## config.mk

```make
export PLATFORM = sky130hd
export DESIGN_NAME = m68k_fpga_bridge
export DESIGN_NICKNAME = d
export VERILOG_FILES = /design/src/rtl/m68k_bus_pkg.sv /design/src/rtl/bus_timeout.sv /design/src/rtl/m68k_fpga_bridge.sv
export SDC_FILE = /design/constraint.sdc
export NUM_CORES = 1
export LEC_CHECK = 0
export ABC_AREA = 1
export CAP_MARGIN = 20
export CORE_UTILIZATION = 37
export DETAILED_ROUTE_END_ITERATION = 7
export PLACE_DENSITY = 0.81
export SYNTH_ARGS = -nofsm -noshare
export SYNTH_HDL_FRONTEND = slang
export SYNTH_SLANG_ARGS = --single-unit
export TNS_END_PERCENT = 5
```

## constraint.sdc

```tcl
create_clock -name clk -period 1.4 [get_ports clk]
set_clock_uncertainty 0.15 [all_clocks]
set_input_delay 0.28 -clock clk [delete_from_list [all_inputs] [get_ports clk]]
set_output_delay 0.28 -clock clk [all_outputs]
set_load 0.005 [all_outputs]
```

## src/rtl/m68k_bus_pkg.sv

```systemverilog
// Shared definitions for the 68040 local bus to FPGA register port bridge:
// FSM state encoding, 68040 SIZ encodings, bus widths and default window.
package m68k_bus_pkg;

  localparam int unsigned ADDR_W  = 32;
  localparam int unsigned DATA_W  = 32;
  localparam int unsigned REG_W   = 4;
  localparam int unsigned BYTE_W  = 8;
  localparam int unsigned SIZ_W   = 2;
  localparam int unsigned CNT_W   = 8;

  // 68040 SIZ[1:0] transfer size encodings
  localparam logic [SIZ_W-1:0] SIZ_LONG = 2'b00;
  localparam logic [SIZ_W-1:0] SIZ_BYTE = 2'b01;
  localparam logic [SIZ_W-1:0] SIZ_WORD = 2'b10;
  localparam logic [SIZ_W-1:0] SIZ_LINE = 2'b11;

  // Default value of cpu_addr[31:16] that selects the register window
  localparam logic [15:0] SEL_HI_DEFAULT = 16'hFFF0;

  typedef enum logic [2:0] {
    S_IDLE   = 3'd0,
    S_WDATA  = 3'd1,
    S_STROBE = 3'd2,
    S_WAIT   = 3'd3,
    S_TERM   = 3'd4,
    S_ERR    = 3'd5
  } state_t;

endpackage

```

## src/rtl/bus_timeout.sv

```systemverilog
// Wait-state timeout counter for the bridge.
// Ports: clk, rst (async active-low), clr (synchronous clear), en (count
// enable), expired (count has reached TIMEOUT-1).
module bus_timeout
  import m68k_bus_pkg::*;
#(
  parameter int unsigned TIMEOUT = 16
) (
  input  logic clk,
  input  logic rst,
  input  logic clr,
  input  logic en,
  output logic expired
);

  logic [CNT_W-1:0] count;

  // Clear has priority so a new strobe always restarts the budget
  always_ff @(posedge clk or negedge rst) begin
    if (!rst) begin
      count <= '0;
    end else if (clr) begin
      count <= '0;
    end else if (en) begin
      count <= count + CNT_W'(1);
    end
  end

  assign expired = (count == CNT_W'(TIMEOUT - 1));

endmodule

```

## src/rtl/m68k_fpga_bridge.sv

```systemverilog
// Bridge from the 68040 local bus to the FPGA register port.
// Decodes transfer starts in the SEL_HI window, issues one fpga_stb pulse per
// access, waits for fpga_ack (with timeout) and terminates with TA or TEA.
// Ports:
//   clk, rst                       clock, async active-low reset
//   cpu_ts_n/rw/siz/addr/data_in   68040 transfer request
//   cpu_data_out/data_oe           read data and its drive enable
//   cpu_ta_n/tea_n                 cycle termination
//   fpga_stb/ack/addr/data/we/odata register port
module m68k_fpga_bridge
  import m68k_bus_pkg::*;
#(
  parameter logic [15:0] SEL_HI  = SEL_HI_DEFAULT,
  parameter int unsigned TIMEOUT = 16
) (
  input  logic              clk,
  input  logic              rst,
  input  logic              cpu_ts_n,
  input  logic              cpu_rw,
  input  logic [SIZ_W-1:0]  cpu_siz,
  input  logic [ADDR_W-1:0] cpu_addr,
  input  logic [DATA_W-1:0] cpu_data_in,
  output logic [DATA_W-1:0] cpu_data_out,
  output logic              cpu_data_oe,
  output logic              cpu_ta_n,
  output logic              cpu_tea_n,
  output logic              fpga_stb,
  input  logic              fpga_ack,
  output logic [REG_W-1:0]  fpga_addr,
  output logic [BYTE_W-1:0] fpga_data,
  output logic              fpga_we,
  input  logic [DATA_W-1:0] fpga_odata
);

  state_t             state, state_d;
  logic [SIZ_W-1:0]   siz_q, siz_d;
  logic [1:0]         a_lo_q, a_lo_d;
  logic [REG_W-1:0]   addr_d;
  logic [BYTE_W-1:0]  data_d;
  logic               we_d;
  logic [DATA_W-1:0]  rdata_d;
  logic               stb_d, ta_n_d, tea_n_d, oe_d;
  logic               tmo_clr, tmo_en, tmo_expired;
  logic               hit;

  // Address bits between the register index and the window select alias
  logic unused_addr;
  assign unused_addr = ^cpu_addr[15:6];

  assign hit = !cpu_ts_n && (cpu_addr[31:16] == SEL_HI);

  bus_timeout #(
    .TIMEOUT (TIMEOUT)
  ) u_timeout (
    .clk     (clk),
    .rst     (rst),
    .clr     (tmo_clr),
    .en      (tmo_en),
    .expired (tmo_expired)
  );

  // State and registered outputs
  always_ff @(posedge clk or negedge rst) begin
    if (!rst) begin
      state        <= S_IDLE;
      siz_q        <= SIZ_LONG;
      a_lo_q       <= 2'b00;
      fpga_addr    <= '0;
      fpga_data    <= '0;
      fpga_we      <= 1'b0;
      fpga_stb     <= 1'b0;
      cpu_data_out <= '0;
      cpu_data_oe  <= 1'b0;
      cpu_ta_n     <= 1'b1;
      cpu_tea_n    <= 1'b1;
    end else begin
      state        <= state_d;
      siz_q        <= siz_d;
      a_lo_q       <= a_lo_d;
      fpga_addr    <= addr_d;
      fpga_data    <= data_d;
      fpga_we      <= we_d;
      fpga_stb     <= stb_d;
      cpu_data_out <= rdata_d;
      cpu_data_oe  <= oe_d;
      cpu_ta_n     <= ta_n_d;
      cpu_tea_n    <= tea_n_d;
    end
  end

  // Next state, latched transfer attributes and output decode
  always_comb begin
    state_d = state;
    siz_d   = siz_q;
    a_lo_d  = a_lo_q;
    addr_d  = fpga_addr;
    data_d  = fpga_data;
    we_d    = fpga_we;
    rdata_d = cpu_data_out;
    tmo_clr = 1'b0;
    tmo_en  = 1'b0;

    unique case (state)
      S_IDLE: begin
        if (hit) begin
          addr_d = cpu_addr[5:2];
          we_d   = ~cpu_rw;
          siz_d  = cpu_siz;
          a_lo_d = cpu_addr[1:0];
          if (cpu_siz == SIZ_LINE) begin
            state_d = S_ERR;
          end else if (!cpu_rw) begin
            state_d = S_WDATA;
          end else begin
            state_d = S_STROBE;
          end
        end
      end
      S_WDATA: begin
        // Big-endian byte lanes: A[1:0]=0 is the most significant byte
        if (siz_q == SIZ_BYTE) begin
          unique case (a_lo_q)
            2'd0:    data_d = cpu_data_in[31:24];
            2'd1:    data_d = cpu_data_in[23:16];
            2'd2:    data_d = cpu_data_in[15:8];
            default: data_d = cpu_data_in[7:0];
          endcase
        end else begin
          data_d = cpu_data_in[7:0];
        end
        state_d = S_STROBE;
      end
      S_STROBE: begin
        tmo_clr = 1'b1;
        state_d = S_WAIT;
      end
      S_WAIT: begin
        // Ack is only looked at here, so a stale level from before the strobe is ignored
        if (fpga_ack) begin
          state_d = S_TERM;
          if (!fpga_we) begin
            rdata_d = fpga_odata;
          end
        end else if (tmo_expired) begin
          state_d = S_ERR;
        end else begin
          tmo_en = 1'b1;
        end
      end
      S_TERM:  state_d = S_IDLE;
      S_ERR:   state_d = S_IDLE;
      default: state_d = S_IDLE;
    endcase

    stb_d   = (state_d == S_STROBE);
    ta_n_d  = (state_d != S_TERM);
    tea_n_d = (state_d != S_ERR);
    oe_d    = (state_d == S_TERM) && !we_d;
  end

endmodule

```

After elaboration in Yosys (flattened, before gate mapping):

Index checks and enable logic that the tools add are counted.
Widths: inputs -> output; s select.

* add/sub/neg operators: 1
* eq/ne operators: 13
* muxes and demuxes: 16
* bitwise operators: 2
* reduce and logical (&&, ||, !) cells: 9

Operator list (count)
* $mux 8: 3
* $pmux 8 s3: 1
* $eq 16x16->1 const B: 1
* $mux 3: 4
* $pmux 3 s4: 1
* $eq 3x2->1 const B: 3
* $add 8x1->8 const B: 1
* $eq 8x4->1 const B: 1
* $mux 1: 6
* $ne 3x3->1 const B: 2
* $eq 2x1->1 const B: 2
* $eq 2x2->1 const B: 2
* $eq 3x1->1 const B: 1
* $eq 3x3->1 const B: 1
* $logic_not 3->1: 1
* $reduce_and 3->1: 1
* $logic_and 1x1->1: 2
* $logic_not 1->1: 2
* $logic_not 2->1: 1
* $mux 2: 1
* $not 1->1: 2
* $reduce_and 2->1: 1
* $reduce_bool 2->1: 1

* register bits after elaboration: 64
* bits of input ports: 103
* output and inout port bits: 49
* word-level logic and storage cells: 53

Depth between registers and ports, before layout:

* depth in word-level cells: 6
* mapped depth: 9
* mapped depth without buffers: 9

By module:

A second synthesis with hierarchy kept.

* cell total of the unflattened synthesis: 382
* area, all modules: 3025.4 um^2

Modules (own cells, without submodules)
* m68k_fpga_bridge: times used 1, cells an instance 319, area each 2586.2 um^2, sequential area each 1403.8 um^2
* bus_timeout: times used 1, cells an instance 63, area each 439.2 um^2, sequential area each 200.2 um^2

Worst setup path before layout:

Ideal clock, no wire load.

* path type: register -> register
* start point: reg u_timeout.count[0]
* end point: reg u_timeout.count[0]
* library setup time: 0.066 ns
* arrival: 1.199 ns
* required time: 1.184 ns
* setup slack: -0.014 ns
* cell stages (with the launch flop): 7
* path buffers: 0
* clock period less this slack: 1.414 ns
* cell sequence: dfrtp_1 ha_1 nand3_2 o21ai_1 nor2_2 nand3_1 nand2_1

* word-level cells in the longest chain between the ends: 5
* elaborated cells between the ends (all ways): 8
* classes of those cells: add/sub (1); eq/ne (1); mux (5); reduce/logical (1)

Ends and longest elaborated chain
* from (decl): RTL line bus_timeout.sv:16 `logic [CNT_W-1:0] count;`
* from (signal assigned): RTL line bus_timeout.sv:25 `count <= count + CNT_W'(1);`
* parallel branches: the longest is 5 deep, another holds $add 8x1->8

Several ways; the timed one is not identified. The select of a mux whose other input is x is not followed.
A chain may end at the register's enable or synchronous reset.

Worst setup path in the final report:

* start point: reg u_timeout.count[1]
* end point: reg u_timeout.count[7]

Same word-level chain as after synthesis.

==> results_tabular.tex <==
\begin{tabular}{lr}
\hline
Metric & Value \\
\hline
\multicolumn{2}{l}{\textbf{Worst setup path}} \\
Setup slack of the most critical reg-to-reg path & -50 ps \\
Data required, critical path & 1470 ps \\
Data arrival, critical path & 1520 ps \\
Worst r2r path cells & 7 \\
Reg2Reg Capture Point & u\_timeout.count[7]\$\_DFFE\_PN0P\_ \\
Top fanout value on the critical path & 4 \\
Worst reg2reg path startpoint & u\_timeout.count[1]\$\_DFFE\_PN0P\_ \\
Category of the worst setup path launch point & register \\
Critical Setup Path Class & reg2reg \\
Critical Path Sink Type & register \\
\multicolumn{2}{l}{\textbf{Synthesis}} \\
Flop and latch count out of synthesis & 64 \\
Main area contributors after synthesis & dfrtp\_1, nand2\_1, nand3\_1 \\
Syn. warnings & 0 \\
Post-synth EDFFs & 0 \\
Average cell area after synthesis & 7.831 sq um \\
Synth Net Count & 506 \\
Sequential-to-total area share from yosys stat & 0.5095 \\
Async set-reset flop share out of synthesis & 1.000 \\
Largest area contributor in the synthesized netlist & dfrtp\_1 \\
Area of the mapped netlist & 3148 sq um \\
Number of distinct library cells after synthesis & 26 \\
Dominant synthesized flop cell & dfrtp\_1 \\
Cell count after synthesis & 402 \\
Share of Yosys cell area claimed by the top area cell type & 0.4928 \\
\multicolumn{2}{l}{\textbf{Cells and area}} \\
Final Cell Area & 5238 sq um \\
Share of final-layout standard cells stronger than drive strength 1 & 0.2054 \\
Net count, final & 693 \\
Antenna diode count & 0 \\
Non-filler instance count after layout & 699 \\
Area Overhead vs Synth & 66.38\% \\
\multicolumn{2}{l}{\textbf{Clock network}} \\
CTS clock-pin slew for the worst setup and hold paths & 80 ps \\
Number of clock sinks & 64 \\
Number of levels the H-tree was split into & 3 \\
Number of buffers inserted during clock tree synthesis & 9 \\
Worst-case clock buffer depth & 2 \\
Clock Latency Late Sink & 340 ps \\
Library cell used as clock root buffer & clkbuf\_8 \\
CTS tree & yes \\
\multicolumn{2}{l}{\textbf{Drt}} \\
Total DRC errors in the routed layout & 0 \\
DRC marker count from the first detailed-route iteration & 113 \\
Via Count & 3,281 \\
Number of search-and-repair iterations in the first detailed-routing pass & 4 \\
Met3 Routed Length & 435 microns \\
Aggregate routed wire length & 8546 microns \\
Highest routed layer & met4 \\
Metal1 wirelength & 3577 microns \\
Number of routed nets with antenna violations & 0 \\
Avg WL per Cell & 12.23 microns \\
Met2 routed WL & 4459 microns \\
Vias per inst & 4.694 \\
\multicolumn{2}{l}{\textbf{Placed design}} \\
Total placed instance area & 4910 sq um \\
Placer congestion estimate & 0.7469 \\
Detailed placement HPWL & 6287 microns \\
Count of input and output buffers & 141 \\
Number of placed instances, taps included & 668 \\
\multicolumn{2}{l}{\textbf{STA}} \\
Worst path setup slack after routing & -49.43 ps \\
Transition time of the tightest slew-check pin & 340.5 ps \\
Accumulated negative setup slack & -235.7 ps \\
Unrepaired setup endpoints after global routing & true \\
Time the worst path needs with I/O delays and setup & 1449 ps \\
Maximum frequency from static timing analysis & 689.9 MHz \\
Tcrit/Tclk final & 1.035 \\
Final Hold Fails & 0 \\
Min Hold Slack & 303.7 ps \\
Final setup fails & 9 \\
Headroom to the max-slew limit & 0.7730 \\
Final Max Tran Viols & 0 \\
\multicolumn{2}{l}{\textbf{Status}} \\
Status & complete, but fails checks \\
Violated checks & setup timing \\
\multicolumn{2}{l}{\textbf{GRT}} \\
Number of global-route vias before repair & 3,195 \\
First-pass GRT wire length & 13,720 microns \\
Number of antenna violations at the first check in global routing & 0 \\
GR Overflow Total & 0 \\
Pin count of the biggest net entering global routing & 65 \\
GR Util All Layers & 0.1975 \\
\multicolumn{2}{l}{\textbf{Floorplan}} \\
Die Span Y & 94.24 microns \\
Core outline area & 8217 sq um \\
Cell row count & 33 \\
\# IOs & 152 \\
Starting utilization of the core area & 0.3831 \\
Die Span X & 94.24 microns \\
Die ar. & 8881 sq um \\
\multicolumn{2}{l}{\textbf{Run}} \\
Number of violations of the max-capacitance limit & 0 \\
\multicolumn{2}{l}{\textbf{Power}} \\
Lkg Pwr & 2.678 nW \\
Peak supply drop & 0.5718 mV \\
Power per unit of standard cell area & 1025 nW/um\^{}2 \\
\multicolumn{2}{l}{\textbf{Worst hold path}} \\
Hold-critical path endpoint & state[0]\$\_DFF\_PN0\_ \\
Path category of the worst min-delay check & reg2reg \\
Hold wc startpoint & state[2]\$\_DFF\_PN0\_ \\
Number of instances on the worst hold path & 1 \\
\hline
\end{tabular}
## worst max-delay path: stages, from the launching register on
cell,delay (ps)
dfrtp_1,400
ha_4,170
nand3_4,120
o21ai_4,170
nor2_2,70
buf_6,120
nand3b_1,80
nand2_1,60
## power by group
part	switching (mW)	total [mW]	internal [mW]
Combinational	0.731	1.60	0.866
Sequential	0.126	2.17	2.04
Clock	0.724	1.60	0.876
Total	1.58	5.37	3.79
## state kept, by name (all words and copies together), names as in the netlist
name             cells
fpga_data            8
u_timeout.count      8
cpu_ta_n             1
state                3
fpga_stb             1
cpu_data_out        32
a_lo_q               2
cpu_tea_n            1
fpga_we              1
siz_q                2
cpu_data_oe          1
fpga_addr            4
## metrics by stage
step / setup WS [ps] / util / power (mW)
finish: -49.43 / 0.6374 / 5.366
global placement: -332.4 / 0.5975 / 3.664
global route: -156.1 / 0.6374 / 5.666
CTS: -41.50 / 0.6397 / 5.341
floorplan: 3.141 / - / 2.739
detailed placement: -378.7 / 0.5975 / 3.703
## cell families (layout without fill, tap and decap cells)
logic type | Yosys count | count (layout) | share of synthesized area
simple gates | 281 | 282 | 0.3863
flops | 64 | 64 | 0.5095
buf+inv | 39 | 230 | 0.06478
compound gates | 13 | 13 | 0.02424
xor+xnor | 4 | 4 | 0.01113
fa+ha+maj | 1 | 1 | 0.003974
## layout by cell type (no fill, tap or decap), types with 4 or more instances in the layout
cell type and n:
clkdlybuf4s15_1 24, buf_4 35, o21ai_1 5, inv_1 17, buf_6 6, nor2_2 5, clkdlybuf4s50_1 91, nand3b_1 6
nand2_1 172, inv_2 4, clkbuf_2 22, nand4_1 6, clkbuf_8 10, nor2_1 24, dfrtp_1 61, nand3_1 57
clkinvlp_4 4, buf_12 6
## worst max path at each step
stage	startpoint	to	slack [ps]	depth (start not counted)
CTS	u_timeout.count[5]$_DFFE_PN0P_	u_timeout.count[7]$_DFFE_PN0P_	-40	5
finish	u_timeout.count[1]$_DFFE_PN0P_	u_timeout.count[7]$_DFFE_PN0P_	-50	7
floorplan	u_timeout.count[0]$_DFFE_PN0P_	u_timeout.count[0]$_DFFE_PN0P_	3	6
detailed placement	cpu_addr[24]	cpu_tea_n$_DFF_PN1_	-380	8
global placement	cpu_addr[24]	cpu_tea_n$_DFF_PN1_	-330	8
global route	state[0]$_DFF_PN0_	cpu_tea_n$_DFF_PN1_	-160	8
## synthesized netlist by cell type, types with 4 or more instances
library cell and number:
nand3_1 59, nor2_1 28, buf_2 6, inv_2 4, nand4_1 6, o21ai_0 9, inv_1 20, nand2_1 173
dfrtp_1 62, buf_6 5, nand3b_1 6
## area by class of cell
class | count | area [sq um]
fillers | 677 | 2979
repair buffers | 188 | 1747
flip-flops and latches | 64 | 1605
multi-input cells | 300 | 1438
clock buffers | 10 | 137.6
well taps | 105 | 131.4
inverters | 25 | 103.9
clock inverters | 6 | 67.56
repair inverters | 1 | 7.507
## repair_timing
item / 4_1_cts / 5_1_grt
buffers inserted: 8 / 4
pin swaps: 9 / 10
resized for setup: 123 / 41
cloned: 0 / 2
endpoints found under the hold margin: 62 / 0
endpoints found under the setup margin: 98 / 85
hold buffers: 1 / 0
## routing by layer
layer / global-route usage / vias up
met3: 0.03803 / 7
li1: - / 1654
met4: 0.06538 / 0
met2: 0.3611 / 97
met5: 0 / -
met1: 0.2287 / 1523
(Power assumes the default switching activity.)
==> RTL change 1 (same flow settings) <==
Reset style: synchronous (`rst`), changed in 2 clocked blocks. Comments in the files are not updated.
--- a/src/rtl/bus_timeout.sv
+++ b/src/rtl/bus_timeout.sv
@@ -16,7 +16,7 @@
   logic [CNT_W-1:0] count;
 
   // Clear has priority so a new strobe always restarts the budget
-  always_ff @(posedge clk or negedge rst) begin
+  always_ff @(posedge clk) begin
     if (!rst) begin
       count <= '0;
     end else if (clr) begin
--- a/src/rtl/m68k_fpga_bridge.sv
+++ b/src/rtl/m68k_fpga_bridge.sv
@@ -60,7 +60,7 @@
   );
 
   // State and registered outputs
-  always_ff @(posedge clk or negedge rst) begin
+  always_ff @(posedge clk) begin
     if (!rst) begin
       state        <= S_IDLE;
       siz_q        <= SIZ_LONG;
Check against the original RTL: differs if rst is asserted again (counterexample within 4 cycles, from zero or initial values and one cycle with rst low); with rst held inactive, the same outputs for 10 cycles.
==> RTL change 1 against the original RTL <==
  * The flow still finishes with violations (setup timing)
  * Routed wire length increased by 6.2%
  * Critical path depth unchanged
  * Sequential cell count unchanged
  * Global-route usage increased by 2.4 points
  * Highest routed layer unchanged
  * Setup slack got worse by 0.067 ns
  * Synthesized area decreased by 11%
  * Synthesized cell count decreased by 3.2%
  * Design area decreased by 3.9%
  * Via count increased by 0.24%
  * Worst hold slack got worse by 0.028 ns
Power is not compared: it rests on default switching activity, and its combinational part moved more than twofold at a synthesized area within 25%.
==> RTL change 1: results (changes against the original RTL) <==
Yosys
  • Number of nets in the synthesized netlist: 493 (was 506)
  • Synth Area in Compound Gates: 0.159 (was 0.0242)
  • Synthesized-area fraction occupied by adder cells: 0.00446 (was 0.00397)
  • Avg Cell Area, Syn: 7.21 µm² (was 7.83 µm²)
  • Synth cell count leaders: nor2_1 (82), dfxtp_1 (64), nand2_1 (40) (was nand2_1 (173), dfrtp_1 (62), nand3_1 (59))
  • Share of async-settable or async-resettable flops after synthesis: 0 (was 1.00)

Timing
  • Worst Tran Pin Value: 0.311 ns (was 0.341 ns)
  • PnR worst setup slack: -0.116 ns (was -0.0494 ns)
  • Final setup violating endpoints: 52 (was 9)

Placement
  • Placed Cells incl. Taps: 646 (was 668)
  • Routability congestion estimate from global placement: 0.803 (was 0.747)

Detailed routing
  • Met2 Wirelength: 4720 µm (was 4460 µm)
  • Total vias in the final route: 3289 (was 3281)
  • Met3 routed wirelength: 635 µm (was 435 µm)

Critical path
  • Maximum fanout along the worst path: 9 (was 4)
  • Arrival time worst endpoint: 1.62 ns (was 1.52 ns)

Hold path
  • Hold-critical path depth: 6 (was 1)

GRT
  • Met1 Use GR: 0.245 (was 0.229)
  • Global-route wire length before repair: 13600 µm (was 13700 µm)
  • Via count of the first global-routing pass: 3082 (was 3195)
  • Met3 global-route usage: 0.0619 (was 0.0380)

Status
  • Failing checks: setup timing (unchanged)
  • Status: finished with violations (unchanged)

Cells and area
  • # nets final: 665 (was 693)
  • Share of cells above drive strength 1: 0.223 (was 0.205)
## RTL change 1: layout make-up
cell class                      instances  area [µm²]  area share
Sequential cell                        64        1310       0.260
Inverter                               32         126      0.0251
Multi-Input combinational cell        275        1510       0.300
Timing Repair Buffer                  179        1750       0.347
Clock inverter                          3        65.1      0.0129
Tap cell                               99         124      0.0246
Clock buffer                           12         155      0.0308
## RTL change 1: what timing repair did
action | CTS | global route
gates resized for setup | 95 | 49
pin swaps | 5 | 16
endpoints found under the setup margin | 109 | 66
setup buffers | 0 | 1
gates cloned | 0 | 2
## RTL change 1: path summary, 6_finish.rpt
| kind | slack, ns | end | start |
|---|---|---|---|
| hold reg to reg | 0.30 | fpga_addr[3] | fpga_addr[3] |
| hold / removal | 0.28 | state[2] | cpu_addr[17] |
| setup reg to reg | -0.12 | cpu_data_out[24] | state[1] |
| setup / recovery | -0.12 | cpu_data_out[24] | state[1] |
## RTL change 1: metrics by stage
step	instance area, µm²	setup slack, ns	power, mW	util
6_report	5030	-0.116	4.01	0.690
5_1_grt	5030	-0.210	4.18	0.690
4_1_cts	4840	-0.122	4.02	0.663
3_5_place_dp	4560	-0.554	2.24	0.625
3_3_place_gp	4560	-0.501	2.24	0.625
2_1_floorplan	2820	-0.0255	1.94	-
## RTL change 1: power by group through the flow
stage                     logic (mW)  clock network [mW]  registers [mW]
final                          0.415                1.77            1.82
after global placement         0.377                   0            1.86
after detailed placement       0.380                   0            1.86
after CTS                      0.399                1.80            1.82
after floorplan               0.0808                   0            1.86
after global routing           0.444                1.92            1.82
## RTL change 1: critical path, stage by stage (launching register included)
cell	delay (ns)
dfxtp_2	0.35
inv_4	0.05
nor4_4	0.32
nand2_2	0.14
inv_2	0.10
buf_4	0.17
nor2_1	0.05
nor2_1	0.10
==> RTL change 2 (same settings) <==
Made on the original files. Change the package constant `DATA_W` from 32 to 36.
--- a/src/rtl/m68k_bus_pkg.sv
+++ b/src/rtl/m68k_bus_pkg.sv
@@ -3,7 +3,7 @@
 package m68k_bus_pkg;
 
   localparam int unsigned ADDR_W  = 32;
-  localparam int unsigned DATA_W  = 32;
+  localparam int unsigned DATA_W  = 36;
   localparam int unsigned REG_W   = 4;
   localparam int unsigned BYTE_W  = 8;
   localparam int unsigned SIZ_W   = 2;
Interface: changed (resized cpu_data_in, cpu_data_out and fpga_odata); port bits go from 152 to 164. No check against the original RTL was run, so the function may have changed too.
==> RTL change 2 against the original RTL <==
  * The run still ends with setup timing left
  * Sequential cell count grew 4
  * First-iteration DRC count grew 110%
  * Via count grew 10%
  * Design area grew 5.8%
  * Die area grew 2.6%
  * Routed wire length grew 16%
  * Setup slack lost 0.10 ns
  * Worst hold slack lost 0.077 ns
  * Synthesized area grew 2.7%
  * Critical path type unchanged
  * Largest cell class unchanged
Power is not compared: it rests on default switching activity, and its combinational part moved more than twofold at a synthesized area within 25%.
==> RTL change 2: results (changes against the original RTL) <==
Clock tree
  • Cell chosen for the clock root: clkbuf_8 (unchanged)
  • CTS H-tree lvls: 3 (unchanged)

GRT
  • Initial antenna violation count: 1 (was 0)
  • Met1 Use GR: 0.248 (was 0.229)
  • Met3 global-route usage: 0.0598 (was 0.0380)
  • Total routing resource utilization after global routing: 0.225 (was 0.198)
  • Global-route wire length before repair: 15700 µm (was 13700 µm)
  • Largest net degree at the start of global routing: 26 (was 65)
  • Remaining Overflow, GRT: 0 (unchanged)
  • Grt met2 use: 0.398 (was 0.361)

Yosys
  • Largest cells by area after synthesis: dfrtp_1 (51%), nand2_1 (21%), nand3_1 (8.2%) (was dfrtp_1 (49%), nand2_1 (21%), nand3_1 (9.4%))
  • Number of distinct library cells after synthesis: 27 (was 26)
  • Post-synth top flop: dfrtp_1 (unchanged)
  • Synth cell count leaders: nand2_1 (181), dfrtp_1 (66), nand3_1 (53) (was nand2_1 (173), dfrtp_1 (62), nand3_1 (59))
  • Number of nets in the synthesized netlist: 530 (was 506)
  • Sequential-to-total area share from yosys stat: 0.527 (was 0.510)
  • Avg Cell Area, Syn: 7.73 µm² (was 7.83 µm²)

Cells and area
  • Largest registers ranked by flip-flop count: cpu_data_out (36), fpga_data (8), u_timeout.count (8) (was cpu_data_out (32), fpga_data (8), u_timeout.count (8))
  • Share of cells above drive strength 1: 0.237 (was 0.205)

Critical path
  • Arrival time worst endpoint: 1.67 ns (was 1.52 ns)
  • Maximum fanout along the worst path: 9 (was 4)
  • CP top delay family: simple AND/OR/NAND/NOR gates (was flip-flops)
  • Startpoint of the most critical register-to-register path: state[2] (was u_timeout.count[1])

Placement
  • Placed Cells incl. Taps: 699 (was 668)
  • Dpl hpwl: 6820 µm (was 6290 µm)
  • Routability congestion estimate from global placement: 0.899 (was 0.747)
  • Area of placed instances: 5140 µm² (was 4910 µm²)
  • Pre-CTS setup slack: -0.562 ns (was -0.379 ns)
  • Port Buf Inserts: 149 (was 141)

Status
  • Status: finished with violations (unchanged)
  • Failing checks: setup timing (unchanged)

Hold path
  • Worst hold path type: in2async (was reg2reg)

Timing
  • Final setup violating endpoints: 54 (was 9)
  • PnR worst setup slack: -0.152 ns (was -0.0494 ns)
  • Headroom to the max-slew limit: 0.778 (was 0.773)

Detailed routing
  • Detailed-route wire length: 9910 µm (was 8550 µm)
  • Total vias in the final route: 3620 (was 3281)
  • First DRT Iteration DRCs: 236 (was 113)
## RTL change 2: cell count changes after synthesis, sizes merged, moves of 2 or more
cell    change
nand3      -10
o21ai       +9
nand2       +7
dfrtp       +4
nor2        +4
buf         -2
clkbuf      +2
nand3b      -2
## RTL change 2: layer usage
metal / up-vias / wire [µm]
met5: - / 0
met4: 0 / 362
met3: 35 / 894
met2: 174 / 4690
met1: 1660 / 3960
li1: 1751 / -
## RTL change 2: worst paths after layout
path                                         end  slack (ns)  cells past startpoint
worst max register to register  cpu_data_out[24]       -0.15                      9
min in group clk                        state[2]        0.25                      5
worst min register to register  cpu_data_out[35]        0.33                      2
worst max-delay path            cpu_data_out[24]       -0.15                      9
max in group asynchronous              cpu_tea_n        0.35                      3
worst min-delay path            cpu_data_out[30]        0.23                      2
## RTL change 2: final cells by class
cell class | count | area [µm²]
diodes | 1 | 2.50
repair buffers | 212 | 1930
repair inverters | 2 | 32.5
clock inverters | 6 | 47.5
well taps | 105 | 131
inverters | 25 | 101
multi-input cells | 311 | 1450
fillers | 649 | 2800
flip-flops and latches | 68 | 1700
clock buffers | 10 | 138
## RTL change 2: timing repair
action                     in CTS  in global routing
pin swaps                      15                 15
hold endpoints to repair       64                  0
setup buffers                  16                  3
gates resized for setup       134                 69
gates cloned                    4                  0
setup endpoints to repair     117                100
hold buffers                    1                  0
## RTL change 2: kinds of logic (layout without fill, tap and decap cells)
kind of cell,Yosys count,after routing,synth area share
AO/OA/AOI/OAI,22,22,0.0360
buffers and inverters,39,255,0.0573
other,0,1,0
XOR/XNOR,4,4,0.0108
flip-flops,68,68,0.527
AND/OR/NAND/NOR,284,284,0.365
adder cells (fa/ha/maj),1,1,0.00387
## RTL change 2: power by group
part           switching [mW]  internal, mW  leakage, nW  total, mW
logic                    1.51          1.71         1.95       3.22
registers               0.363          2.62        0.861       2.98
clock network           0.792         0.703       0.0816       1.49
## RTL change 2: through the flow
step                      hold slack, ns  setup TNS (ns)
after floorplan                   -0.166           -5.76
after detailed placement          0.0435          -22.81
after global routing               0.224           -9.71
after CTS                          0.225           -6.42
after global placement            0.0446          -20.02
final                              0.227           -5.00
